$ cat src/rtl/spi_mem_ctrl.sv
// SPI mode-0 master bridging single CPU memory requests to a flash or RAM device.
// Define SPI_MEM_WRITE_EN to build the write datapath; without it writes are rejected with rsp_err.
module spi_mem_ctrl #(
  parameter int ADDR_W = 24
) (
  input  logic              clk,
  input  logic              rst,
  input  logic              req_valid,
  output logic              req_ready,
  input  logic              req_write,
  input  logic              req_sel,
  input  logic [1:0]        req_size,
  input  logic [ADDR_W-1:0] req_addr,
  input  logic [31:0]       req_wdata,
  output logic              rsp_valid,
  output logic [31:0]       rsp_rdata,
  output logic              rsp_err,
  output logic              sclk,
  output logic              mosi,
  output logic              cs_flash,
  output logic              cs_ram,
  input  logic              miso,
  output logic [2:0]        dbg_state
);

  // Handshake: a request transfers on any rising edge where req_valid && req_ready;
  // req_ready is high only in IDLE, and rsp_valid is a single-cycle pulse with no back-pressure.

  localparam logic [2:0] S_IDLE = 3'd0;
  localparam logic [2:0] S_CMD  = 3'd1;
  localparam logic [2:0] S_ADDR = 3'd2;
  localparam logic [2:0] S_DATA = 3'd3;
  localparam logic [2:0] S_DONE = 3'd4;

  localparam int HW    = 8 + ADDR_W;
  localparam int CNT_W = $clog2(ADDR_W + 33);

  logic [2:0]       state;
  logic [CNT_W-1:0] bit_cnt;
  logic [HW-1:0]    hdr_sh;
  logic [31:0]      rx_sh;
  logic [1:0]       size_q;
  logic             req_illegal;
  logic             data_rd;
  logic [7:0]       cmd;

`ifdef SPI_MEM_WRITE_EN
  logic             wr_q;
  logic [31:0]      wd_sh;
  assign req_illegal = (req_size == 2'd3);
  assign data_rd     = ~wr_q;
  assign cmd         = req_write ? 8'h02 : 8'h03;
`else
  logic             unused_wdata;
  assign unused_wdata = ^req_wdata;
  assign req_illegal  = (req_size == 2'd3) | req_write;
  assign data_rd      = 1'b1;
  assign cmd          = 8'h03;
`endif

  assign req_ready = (state == S_IDLE);
  assign dbg_state = state;

  // hdr_sh holds the frame bits still to be sent after the one currently on mosi.
  always_ff @(posedge clk) begin
    if (rst) begin
      state     <= S_IDLE;
      bit_cnt   <= '0;
      hdr_sh    <= '0;
      rx_sh     <= '0;
      size_q    <= '0;
      sclk      <= 1'b0;
      mosi      <= 1'b0;
      cs_flash  <= 1'b1;
      cs_ram    <= 1'b1;
      rsp_valid <= 1'b0;
      rsp_err   <= 1'b0;
      rsp_rdata <= '0;
`ifdef SPI_MEM_WRITE_EN
      wr_q      <= 1'b0;
      wd_sh     <= '0;
`endif
    end else begin
      case (state)
        S_IDLE: begin
          rsp_valid <= 1'b0;
          rsp_err   <= 1'b0;
          if (req_valid) begin
            size_q <= req_size;
            if (req_illegal) begin
              state     <= S_DONE;
              rsp_valid <= 1'b1;
              rsp_err   <= 1'b1;
            end else begin
              state    <= S_CMD;
              cs_flash <= req_sel;
              cs_ram   <= ~req_sel;
              sclk     <= 1'b0;
              mosi     <= cmd[7];
              hdr_sh   <= {cmd[6:0], req_addr, 1'b0};
              bit_cnt  <= CNT_W'(7);
`ifdef SPI_MEM_WRITE_EN
              wr_q     <= req_write;
              // Byte 0 goes out first, so pack the bytes big-endian for an MSB shift.
              wd_sh    <= {req_wdata[7:0], req_wdata[15:8], req_wdata[23:16], req_wdata[31:24]};
`endif
            end
          end
        end

        S_CMD, S_ADDR, S_DATA: begin
          if (!sclk) begin
            sclk <= 1'b1;
            if (state == S_DATA && data_rd) begin
              rx_sh <= {rx_sh[30:0], miso};
            end
          end else begin
            sclk <= 1'b0;
            if (bit_cnt != '0) begin
              bit_cnt <= bit_cnt - 1'b1;
              if (state == S_DATA) begin
`ifdef SPI_MEM_WRITE_EN
                mosi  <= wr_q ? wd_sh[31] : 1'b0;
                wd_sh <= {wd_sh[30:0], 1'b0};
`else
                mosi  <= 1'b0;
`endif
              end else begin
                mosi   <= hdr_sh[HW-1];
                hdr_sh <= {hdr_sh[HW-2:0], 1'b0};
              end
            end else if (state == S_CMD) begin
              state   <= S_ADDR;
              bit_cnt <= CNT_W'(ADDR_W - 1);
              mosi    <= hdr_sh[HW-1];
              hdr_sh  <= {hdr_sh[HW-2:0], 1'b0};
            end else if (state == S_ADDR) begin
              state <= S_DATA;
              case (size_q)
                2'd0:    bit_cnt <= CNT_W'(7);
                2'd1:    bit_cnt <= CNT_W'(15);
                default: bit_cnt <= CNT_W'(31);
              endcase
`ifdef SPI_MEM_WRITE_EN
              mosi  <= wr_q ? wd_sh[31] : 1'b0;
              wd_sh <= {wd_sh[30:0], 1'b0};
`else
              mosi  <= 1'b0;
`endif
            end else begin
              state     <= S_DONE;
              mosi      <= 1'b0;
              cs_flash  <= 1'b1;
              cs_ram    <= 1'b1;
              rsp_valid <= 1'b1;
              rsp_err   <= 1'b0;
              // The first received byte sits highest in rx_sh; reverse into ascending address order.
              if (data_rd) begin
                case (size_q)
                  2'd0:    rsp_rdata <= {24'h0, rx_sh[7:0]};
                  2'd1:    rsp_rdata <= {16'h0, rx_sh[7:0], rx_sh[15:8]};
                  default: rsp_rdata <= {rx_sh[7:0], rx_sh[15:8], rx_sh[23:16], rx_sh[31:24]};
                endcase
              end
            end
          end
        end

        S_DONE: begin
          rsp_valid <= 1'b0;
          rsp_err   <= 1'b0;
          state     <= S_IDLE;
        end

        default: state <= S_IDLE;
      endcase
    end
  end

endmodule

$ cat config.mk
export PLATFORM = sky130hd
export DESIGN_NAME = spi_mem_ctrl
export DESIGN_NICKNAME = d
export VERILOG_FILES = /design/src/rtl/spi_mem_ctrl.sv
export SDC_FILE = /design/constraint.sdc
export NUM_CORES = 1
export LEC_CHECK = 0
export CAP_MARGIN = 10
export CORE_MARGIN = 2
export CORE_UTILIZATION = 57
export CTS_BUF_LIST = sky130_fd_sc_hd__clkbuf_8
export DETAILED_ROUTE_END_ITERATION = 16
export PLACE_DENSITY = 0.92
export SKIP_LAST_GASP = 1
export SLEW_MARGIN = 20
export SYNTH_ARGS = -nofsm -noshare
export SYNTH_HDL_FRONTEND = slang
export SYNTH_SLANG_ARGS = --single-unit
export TNS_END_PERCENT = 50
$ cat constraint.sdc
create_clock -name clk -period 5.67 [get_ports clk]
set_input_delay 0.567 -clock clk [delete_from_list [all_inputs] [get_ports clk]]
set_output_delay 0.567 -clock clk [all_outputs]
set_load 0.03 [all_outputs]
==> results of run 1 <==
==> worst max-delay path, delay by kind of cell, from the launching register on <==
family	cells	cell delay (ps)
buffers and inverters	1	320
multiplexers	1	410
flip-flops	1	670
AO/OA/AOI/OAI	3	1570
==> cell type report <==
cell class | count | area, sq um
inverters | 8 | 30.0
clock buffers | 9 | 124
flip-flops and latches | 112 | 2240
well taps | 108 | 135
multi-input cells | 424 | 2470
fillers | 665 | 2740
clock inverters | 7 | 81.3
repair buffers | 79 | 771
==> flip-flops by register name, indices dropped and copies added (netlist names) <==
register / count
rsp_rdata: 32
rx_sh: 32
hdr_sh: 31
bit_cnt: 6
dbg_state: 3
size_q: 2
cs_flash: 1
cs_ram: 1
mosi: 1
rsp_err: 1
rsp_valid: 1
sclk: 1
==> layout by cell type, fill, tap and decap left out, types with 2 or more instances in the layout <==
master / count
nor4_4: 2
nand3_1: 23
inv_6: 2
inv_1: 7
clkinv_8: 2
nor2b_1: 3
o211ai_1: 10
o21ai_0: 4
o2111ai_1: 25
nor2_1: 22
a32o_1: 2
buf_4: 6
nor3_1: 11
nand2b_1: 2
mux2_2: 2
nor3b_1: 2
clkdlybuf4s50_1: 72
nand2_1: 156
inv_8: 2
mux2i_1: 18
a21oi_1: 69
a311oi_1: 2
a211oi_1: 10
o211a_1: 23
ha_1: 2
nand4_1: 2
and3_1: 9
clkbuf_8: 9
dfxtp_1: 112
==> power by group <==
part,internal [uW],switching [uW],total [uW]
clock network,178,304,482
registers,823,43.0,866
logic,119,190,309
total,1120,537,1660
==> worst min-delay path by stage <==
stage,start,to,slack (ps),depth (start not counted)
finish,rsp_rdata[19]$_SDFFE_PP0P_,rsp_rdata[19]$_SDFFE_PP0P_,460,2
global route,rsp_rdata[22]$_SDFFE_PP0P_,rsp_rdata[22]$_SDFFE_PP0P_,480,2
CTS,rsp_rdata[22]$_SDFFE_PP0P_,rsp_rdata[22]$_SDFFE_PP0P_,460,2
detailed placement,rsp_rdata[31]$_SDFFE_PP0P_,rsp_rdata[31]$_SDFFE_PP0P_,450,2
global placement,rsp_rdata[30]$_SDFFE_PP0P_,rsp_rdata[30]$_SDFFE_PP0P_,440,2
floorplan,hdr_sh[25]$_SDFFE_PP0P_,hdr_sh[25]$_SDFFE_PP0P_,430,2
==> layer usage <==
layer	global-route usage, %	routed length (um)	vias up
met5	0	0	-
li1	-	-	2186
met4	8.97	260	0
met1	33.1	5100	2175
met3	4.39	596	26
met2	41.5	5880	111
==> kinds of logic after synthesis <==
group	Yosys count	share of synthesized area [%]
mux	20	4.06
simple gates	241	21.7
xor+xnor	1	0.176
fa+ha+maj	2	0.501
flops	112	44.9
buf+inv	61	5.97
compound gates	160	22.7
==> stage by stage <==
| step | power [uW] | hold slack [ps] | cells | util, % | cell area (sq um) |
|---|---|---|---|---|---|
| final | 1660 | 460 | 747 | 68.1 | 5850 |
| after global routing | 1720 | 480 | 747 | 68.1 | 5850 |
| after CTS | 1650 | 463 | 747 | 67.9 | 5840 |
| after detailed placement | 1180 | 446 | 731 | 65.6 | 5630 |
| after global placement | 1170 | 439 | 731 | 65.6 | 5630 |
| after floorplan | 1100 | 432 | 597 | - | 4990 |
==> flow_summary.json, run 1 <==
{
  "run_status": "complete, no violations",
  "cts-buffers-inserted": 9,
  "fmax_mhz": 324,
  "hold_class": "reg2reg",
  "fin_setup_tns_ps": 0,
  "cts_root_buf": "clkbuf_8",
  "layout.nets": 700,
  "rr_endpoint": "hdr_sh[31]$_SDFFE_PP0P_",
  "cp-end-kind": "flop",
  "yosys.cell_count.top_type": "nand2_1",
  "drtAntennaViolNets": 0,
  "syn_inst": 597,
  "worstPathCellList": "o21ba_2 -> a22o_1 -> buf_4 -> o21a_2 -> mux2_2",
  "yosys_warnings": 0,
  "die_x_um": 97.6,
  "total_leakage_power_uw": 0.00223,
  "max_slew_margin_pct": 39.0,
  "synth_commonest_cells": "nand2_1, dfxtp_1, a21oi_1",
  "synth.avg_cell_area_sq_um": 8.36,
  "fp-row-count": 34,
  "clock_sinks": 112,
  "cp_max_fo": 31,
  "endpoint": "hdr_sh[31]$_SDFFE_PP0P_",
  "maxCapViolations": 0,
  "start_kind": "flop",
  "critPathKind": "reg2reg",
  "drc": 0,
  "netlist_area_sq_mm": 0.00499,
  "synth_top_area_share_pct": 44.9,
  "synth_ff_type": "dfxtp_1",
  "finalWorstSetupSlack_ps": 2590,
  "slowest_delay_ps": 670,
  "worstPathArrival_ps": 3360,
  "cp-startpoint": "dbg_state[0]$_SDFFE_PP0P_",
  "r2r_slack_ps": 2590,
  "h-tree-depth": 3,
  "drt_iter0_markers": 376,
  "synth_edf_count": 0,
  "firstDrtPassIters": 5,
  "r2r_cells": 5,
  "fin_crit_ps": 3080,
  "worstMarginPinSlew_ps": 913,
  "synth-async-reset-ratio_pct": 0,
  "ys_seq_area_share_pct": 44.9,
  "cts_tree": "yes",
  "drive_gt1_share_pct": 6.26,
  "vdd_ir_drop_max_mv": 0.185,
  "rsz0062_at_grt": "no",
  "routed-via-count": 4498,
  "synth.distinct_cells": 53,
  "wl_per_cell_um": 15.8,
  "critPathRequiredTime_ps": 5940,
  "ys_ff_latch": 112,
  "grt_antenna_before_repair": 0,
  "avgViaCountPerCell": 6.02,
  "pre_cts_ws_ps": 2150,
  "die_area_sq_mm": 0.00952,
  "finalSetupViolations": 0,
  "hold_buffers": 0,
  "p_per_area_mw_per_mm2": 283,
  "clkLatencyLatePin_ps": 380,
  "yosysTopAreaCell": "dfxtp_1",
  "grt_max_degree": 85,
  "critical_path.slowest_cell": "dfxtp_1",
  "fin_crit_sh_pct": 54.4,
  "cts_resized": 0,
  "postRouteWirelength_um": 11800,
  "grt_pass1_vias": 4294,
  "grt_pass1_wl_um": 20100,
  "finalMaxSlewViolations": 0,
  "portBuffers": 73,
  "die_height_um": 97.6,
  "cts_buffer_depth": 2,
  "path_clk_slew_ps": 120,
  "core_sq_mm": 0.00859,
  "synth.area.top_cells": "dfxtp_1, nand2_1, a21oi_1, o211a_1, o2111ai_1",
  "antennaDiodeCount": 0,
  "hold_viol_final": 0,
  "globalplace.congestion": 0.898,
  "rr_startpoint": "dbg_state[0]$_SDFFE_PP0P_",
  "grt_use_total_pct": 25.1,
  "post_cts_buffers": 0,
  "area_delta_synth_final_pct": 17.2,
  "clock_skew_ps": 21.7,
  "io_pins": 106,
  "grt_overflow": 0,
  "synth_fp_nets": 663,
  "hpwl_um": 7780,
  "initial_core_util_pct": 58.1
}
No activity file was read; power rests on OpenSTA's default activity.
==> inputs of run 2 (changes only) <==
CORE_UTILIZATION = 48   (was 57)
PLACE_DENSITY = 0.83   (was 0.92)
clock period = 2.83 ns   (was 5.67 ns; I/O delays follow)
==> run 2 against run 1 <==
Compared with the run above:
- via count grew 0.47%
- power grew 100%
- design area up 1.7%
- clock skew decreased by 0.99 ps
- non-clock buffer count up 8
- combinational power grew 110%
- register-to-register slack worse by 1900 ps
- routed wire length is 0.95% lower
- sequential cell count is the same
- clock-buffer cell count unchanged
- clock power is 110% higher
- global-route usage shrank 4.0 points
- largest cell class unchanged
==> flow_summary.json, run 2 (same netlist as run 1, synthesis figures left out) <==
{
  "run_status": "complete, no violations",
  "cp_num_cells": 3,
  "avgViaCountPerCell": 5.77,
  "r2r_slack_ps": 680,
  "dp.cells": 767,
  "cts-buffers-inserted": 9,
  "drc": 0,
  "max_slew_margin_pct": 45.2,
  "cp-end-kind": "output pin",
  "hpwl_um": 7810,
  "met2_length_um": 5620,
  "r2r_cells": 5,
  "fp-row-count": 37,
  "post_cts_buffers": 0,
  "hold_buffers": 0,
  "worstPathCellList": "or2_2 -> nor2_1 -> clkdlybuf4s50_1",
  "postRouteWirelength_um": 11700,
  "design_area_sq_mm": 0.00595,
  "start_kind": "flop",
  "fin_crit_sh_pct": 88.6,
  "final_common_cell": "nand2_1",
  "finalSetupViolations": 0,
  "path_buf_inv": 1,
  "final_cell_count_no_fill": 783,
  "switching_share_pct": 32.9,
  "io_pins": 106,
  "seq_power_share_pct": 50.9,
  "grt_max_degree": 84,
  "fin_setup_tns_ps": 0,
  "clock_skew_ps": 20.8,
  "p_comb_share_pct": 19.1,
  "cts_root_buf": "clkbuf_8",
  "hold_class": "reg2reg",
  "vdd_ir_drop_max_mv": 0.364,
  "cpLargestDelayFamily": "buffers and inverters",
  "firstDrtPassIters": 5,
  "hold_viol_final": 0,
  "antennaDiodeCount": 0,
  "final_cell_mix": "nand2_1, dfxtp_1, clkdlybuf4s50_1",
  "clkPwrFrac_pct": 30.0,
  "rr_endpoint": "hdr_sh[29]$_SDFFE_PP0P_",
  "fin_crit_ps": 2510,
  "worstPathArrival_ps": 2220,
  "highest-signal-layer": "met4",
  "portBuffers": 73,
  "cts_resized": 0,
  "core_sq_mm": 0.0102,
  "reg.largest.list": "rsp_rdata x32, rx_sh x32, hdr_sh x31",
  "grt_use_total_pct": 21.1,
  "grt_overflow": 0,
  "maxCapViolations": 0,
  "grt_antenna_before_repair": 0,
  "globalplace.congestion": 0.871,
  "cts_tree": "yes",
  "finalMaxSlewViolations": 0,
  "cp-startpoint": "dbg_state[0]$_SDFFE_PP0P_",
  "dpl-instance-area_sq_mm": 0.00573,
  "endpoint": "req_ready",
  "h-tree-depth": 3,
  "cp_max_fo": 13,
  "total_leakage_power_uw": 0.00227,
  "slowest_delay_ps": 720,
  "rsz0062_at_grt": "no",
  "wl_per_cell_um": 15.0,
  "layout.nets": 708,
  "power_switching_uw": 1120,
  "routed-via-count": 4519,
  "worstMarginPinSlew_ps": 822,
  "rr_startpoint": "dbg_state[2]$_SDFFE_PP0P_",
  "path_clk_slew_ps": 130,
  "critPathKind": "reg2out",
  "internal-power_uw": 2270,
  "die_x_um": 106,
  "met1Wirelength_um": 5020,
  "grt_pass1_vias": 4145,
  "clkLatencyLatePin_ps": 400,
  "area_delta_synth_final_pct": 19.2,
  "clock_sinks": 112,
  "die_area_sq_mm": 0.0112,
  "drt_iter0_markers": 314,
  "fmax_mhz": 399,
  "initial_core_util_pct": 48.8,
  "drtAntennaViolNets": 0,
  "cts_buffer_depth": 2,
  "drive_gt1_share_pct": 6.96,
  "grt_pass1_wl_um": 19400,
  "p_per_area_mw_per_mm2": 570,
  "dr_wl_met3_um": 801,
  "critical_path.slowest_cell": "clkdlybuf4s50_1",
  "die_height_um": 106,
  "critPathRequiredTime_ps": 2550
}
## run 2: changes by cell type in the layout (fill, tap and decap cells not counted), sizes merged
cell and delta:
buf +8, clkinv -1, inv +1
## run 2: how the worst min path moves through the flow
| stage | start | endpoint | slack [ps] | cells past startpoint |
|---|---|---|---|---|
| 2_1_floorplan | miso | rx_sh[0]$_SDFFE_PP0P_ | 420 | 2 |
| 3_3_place_gp | rsp_rdata[21]$_SDFFE_PP0P_ | rsp_rdata[21]$_SDFFE_PP0P_ | 440 | 2 |
| 3_5_place_dp | rsp_rdata[22]$_SDFFE_PP0P_ | rsp_rdata[22]$_SDFFE_PP0P_ | 440 | 2 |
| 4_1_cts | rsp_rdata[22]$_SDFFE_PP0P_ | rsp_rdata[22]$_SDFFE_PP0P_ | 460 | 2 |
| 5_1_grt | rsp_rdata[24]$_SDFFE_PP0P_ | rsp_rdata[24]$_SDFFE_PP0P_ | 490 | 2 |
| 6_report | rsp_rdata[22]$_SDFFE_PP0P_ | rsp_rdata[22]$_SDFFE_PP0P_ | 460 | 2 |
## run 2: worst reg2reg max path, cell delays in order (launching register included)
cell,delay (ps)
dfxtp_1,520
nor4b_4,500
a22o_1,370
o21a_1,260
buf_4,250
mux2i_1,200
## run 2: routing by layer
metal / track usage (%) / up-vias
met5: 0 / -
met4: 8.27 / 0
met3: 4.48 / 32
met2: 34.2 / 162
met1: 27.6 / 2123
li1: - / 2202
## run 2: final cells by class
cell class                 instances  area (sq um)
clock buffer                       9           124
clock inverter                     7          95.1
fill                             886          4280
inverter                           8          30.0
multi-input combinational        424          2450
sequential                       112          2240
tap                              136           170
timing repair buffer              87           831
## run 2: stage by stage
| step | hold slack [ps] | utilization [%] | power (uW) | worst slack, ps |
|---|---|---|---|---|
| after CTS | 462 | 58.1 | 3400 | 314 |
| after global placement | 440 | 56.0 | 2370 | 515 |
| after global routing | 486 | 58.1 | 3540 | 228 |
| final | 458 | 58.1 | 3390 | 322 |
| after detailed placement | 444 | 56.0 | 2400 | 480 |
| after floorplan | 419 | - | 2200 | 932 |
## run 2: power by group through the flow
stage	Sequential (uW)	Clock [uW]	Combinational (uW)
2_1_floorplan	1750	0	453
3_3_place_gp	1750	0	621
3_5_place_dp	1760	0	642
4_1_cts	1720	1030	646
5_1_grt	1740	1100	706
6_report	1730	1020	647
==> inputs of run 3 (changes only) <==
CORE_MARGIN = not set   (was 2)
==> run 3 against run 2 <==
Compared with the run above:
- routed wire length up 0.13%
- largest power group unchanged
- worst setup slack got worse by 28 ps
- clock skew fell by 4.1 ps
- largest cell class unchanged
- highest routed layer unchanged
- fmax down 1.1%
- sequential power about the same
==> flow_summary.json, run 3 (same netlist as run 1, synthesis figures left out) <==
{
  "fin_crit_sh_pct": 89.6,
  "fmax_mhz": 394,
  "critPathKind": "reg2reg",
  "initial_core_util_pct": 50.4,
  "maxCapViolations": 0,
  "antennaDiodeCount": 0,
  "rsz0062_at_grt": "no",
  "critPathRequiredTime_ps": 3140,
  "cts_root_buf": "clkbuf_8",
  "reg.largest.list": "rsp_rdata x32, rx_sh x32, hdr_sh x31",
  "post_cts_buffers": 0,
  "grt_antenna_before_repair": 0,
  "grt_max_degree": 84,
  "routed-via-count": 4507,
  "cp-end-kind": "flop",
  "total_leakage_power_uw": 0.00226,
  "avgViaCountPerCell": 5.79,
  "worstPathArrival_ps": 2840,
  "fin_setup_tns_ps": 0,
  "finalSetupViolations": 0,
  "drtAntennaViolNets": 0,
  "path_clk_slew_ps": 110,
  "fp-row-count": 36,
  "area_delta_synth_final_pct": 18.9,
  "firstDrtPassIters": 5,
  "dp.cells": 763,
  "portBuffers": 73,
  "clock_skew_ps": 16.7,
  "grt_overflow": 0,
  "start_kind": "flop",
  "globalplace.congestion": 0.846,
  "fin_crit_ps": 2540,
  "grt_use_total_pct": 22.0,
  "hold_viol_final": 0,
  "p_per_area_mw_per_mm2": 564,
  "die_x_um": 104,
  "cts_resized": 0,
  "cp_max_fo": 24,
  "cts_buffer_depth": 2,
  "drt_iter0_markers": 333,
  "run_status": "complete, no violations",
  "max_slew_margin_pct": 28.2,
  "die_area_sq_mm": 0.0108,
  "hpwl_um": 7900,
  "cts_tree": "yes",
  "grt_pass1_wl_um": 19800,
  "finalMaxSlewViolations": 0,
  "hold_class": "in2reg",
  "core_sq_mm": 0.00991,
  "final_cell_mix": "nand2_1, dfxtp_1, clkdlybuf4s50_1",
  "hold_buffers": 0,
  "fillers": 844,
  "die_height_um": 104,
  "postRouteWirelength_um": 11700,
  "h-tree-depth": 3,
  "io_pins": 106,
  "cts-buffers-inserted": 9,
  "drc": 0,
  "grt_pass1_vias": 4235,
  "clock_sinks": 112,
  "wl_per_cell_um": 15.1,
  "layout.nets": 707,
  "vdd_ir_drop_max_mv": 0.344,
  "final_cell_count_no_fill": 779,
  "final_common_cell": "nand2_1",
  "worstMarginPinSlew_ps": 1080,
  "clkLatencyLatePin_ps": 390,
  "drive_gt1_share_pct": 6.81
}
[run 3: cell types whose count changed in the layout (fill, tap and decap cells not counted), sizes merged]
cell	delta
buf	-1
clkinv	+1
inv	-1
[run 3: worst paths after layout]
path / start / endpoint / slack (ps) / cells past startpoint
hold reg to reg: rsp_rdata[19]$_SDFFE_PP0P_ / rsp_rdata[19]$_SDFFE_PP0P_ / 460 / 2
setup / recovery: bit_cnt[0]$_SDFFE_PP0P_ / hdr_sh[29]$_SDFFE_PP0P_ / 290 / 6
hold / removal: rst / dbg_state[2]$_SDFFE_PP0P_ / 340 / 3
setup reg to reg: bit_cnt[0]$_SDFFE_PP0P_ / hdr_sh[29]$_SDFFE_PP0P_ / 290 / 6
[run 3: routing by layer]
metal,part of all wire [%],GRT usage (%),up-vias,wire length [um]
met5,0,0,-,0
met4,2.0,9.29,0,238
met3,4.6,3.13,22,537
met2,49,37.0,137,5770
met1,44,28.3,2146,5200
li1,-,-,2202,-
[run 3: critical path: stages, from the launching register on]
cell and delay, ps:
dfxtp_1 420, inv_1 90, ha_1 310, a21oi_2 880, o21a_1 280, buf_4 270, mux2i_1 210
[run 3: cell type report]
type / instances / area (sq um) / share of cell area, %
Clock inverter: 7 / 91.3 / 1.54
Clock buffer: 9 / 124 / 2.09
Inverter: 8 / 30.0 / 0.506
Sequential cell: 112 / 2240 / 37.8
Timing Repair Buffer: 86 / 823 / 13.9
Tap cell: 133 / 166 / 2.81
Multi-Input combinational cell: 424 / 2450 / 41.4
[run 3: power by group]
part	internal [uW]	total (uW)	switching, uW
registers	1650	1720	75.8
clock network	364	983	619
logic	247	638	391
[run 3: metrics by stage]
stage               utilization, %  setup WS, ps  hold WS (ps)  instance area (sq um)  power [uW]
floorplan                        -           932           419                   4990        2200
global placement              57.7           424           440                   5720        2360
detailed placement            57.7           351           444                   5720        2390
CTS                           59.9           305           331                   5930        3360
global route                  59.9           142           349                   5930        3480
finish                        59.9           294           345                   5930        3350
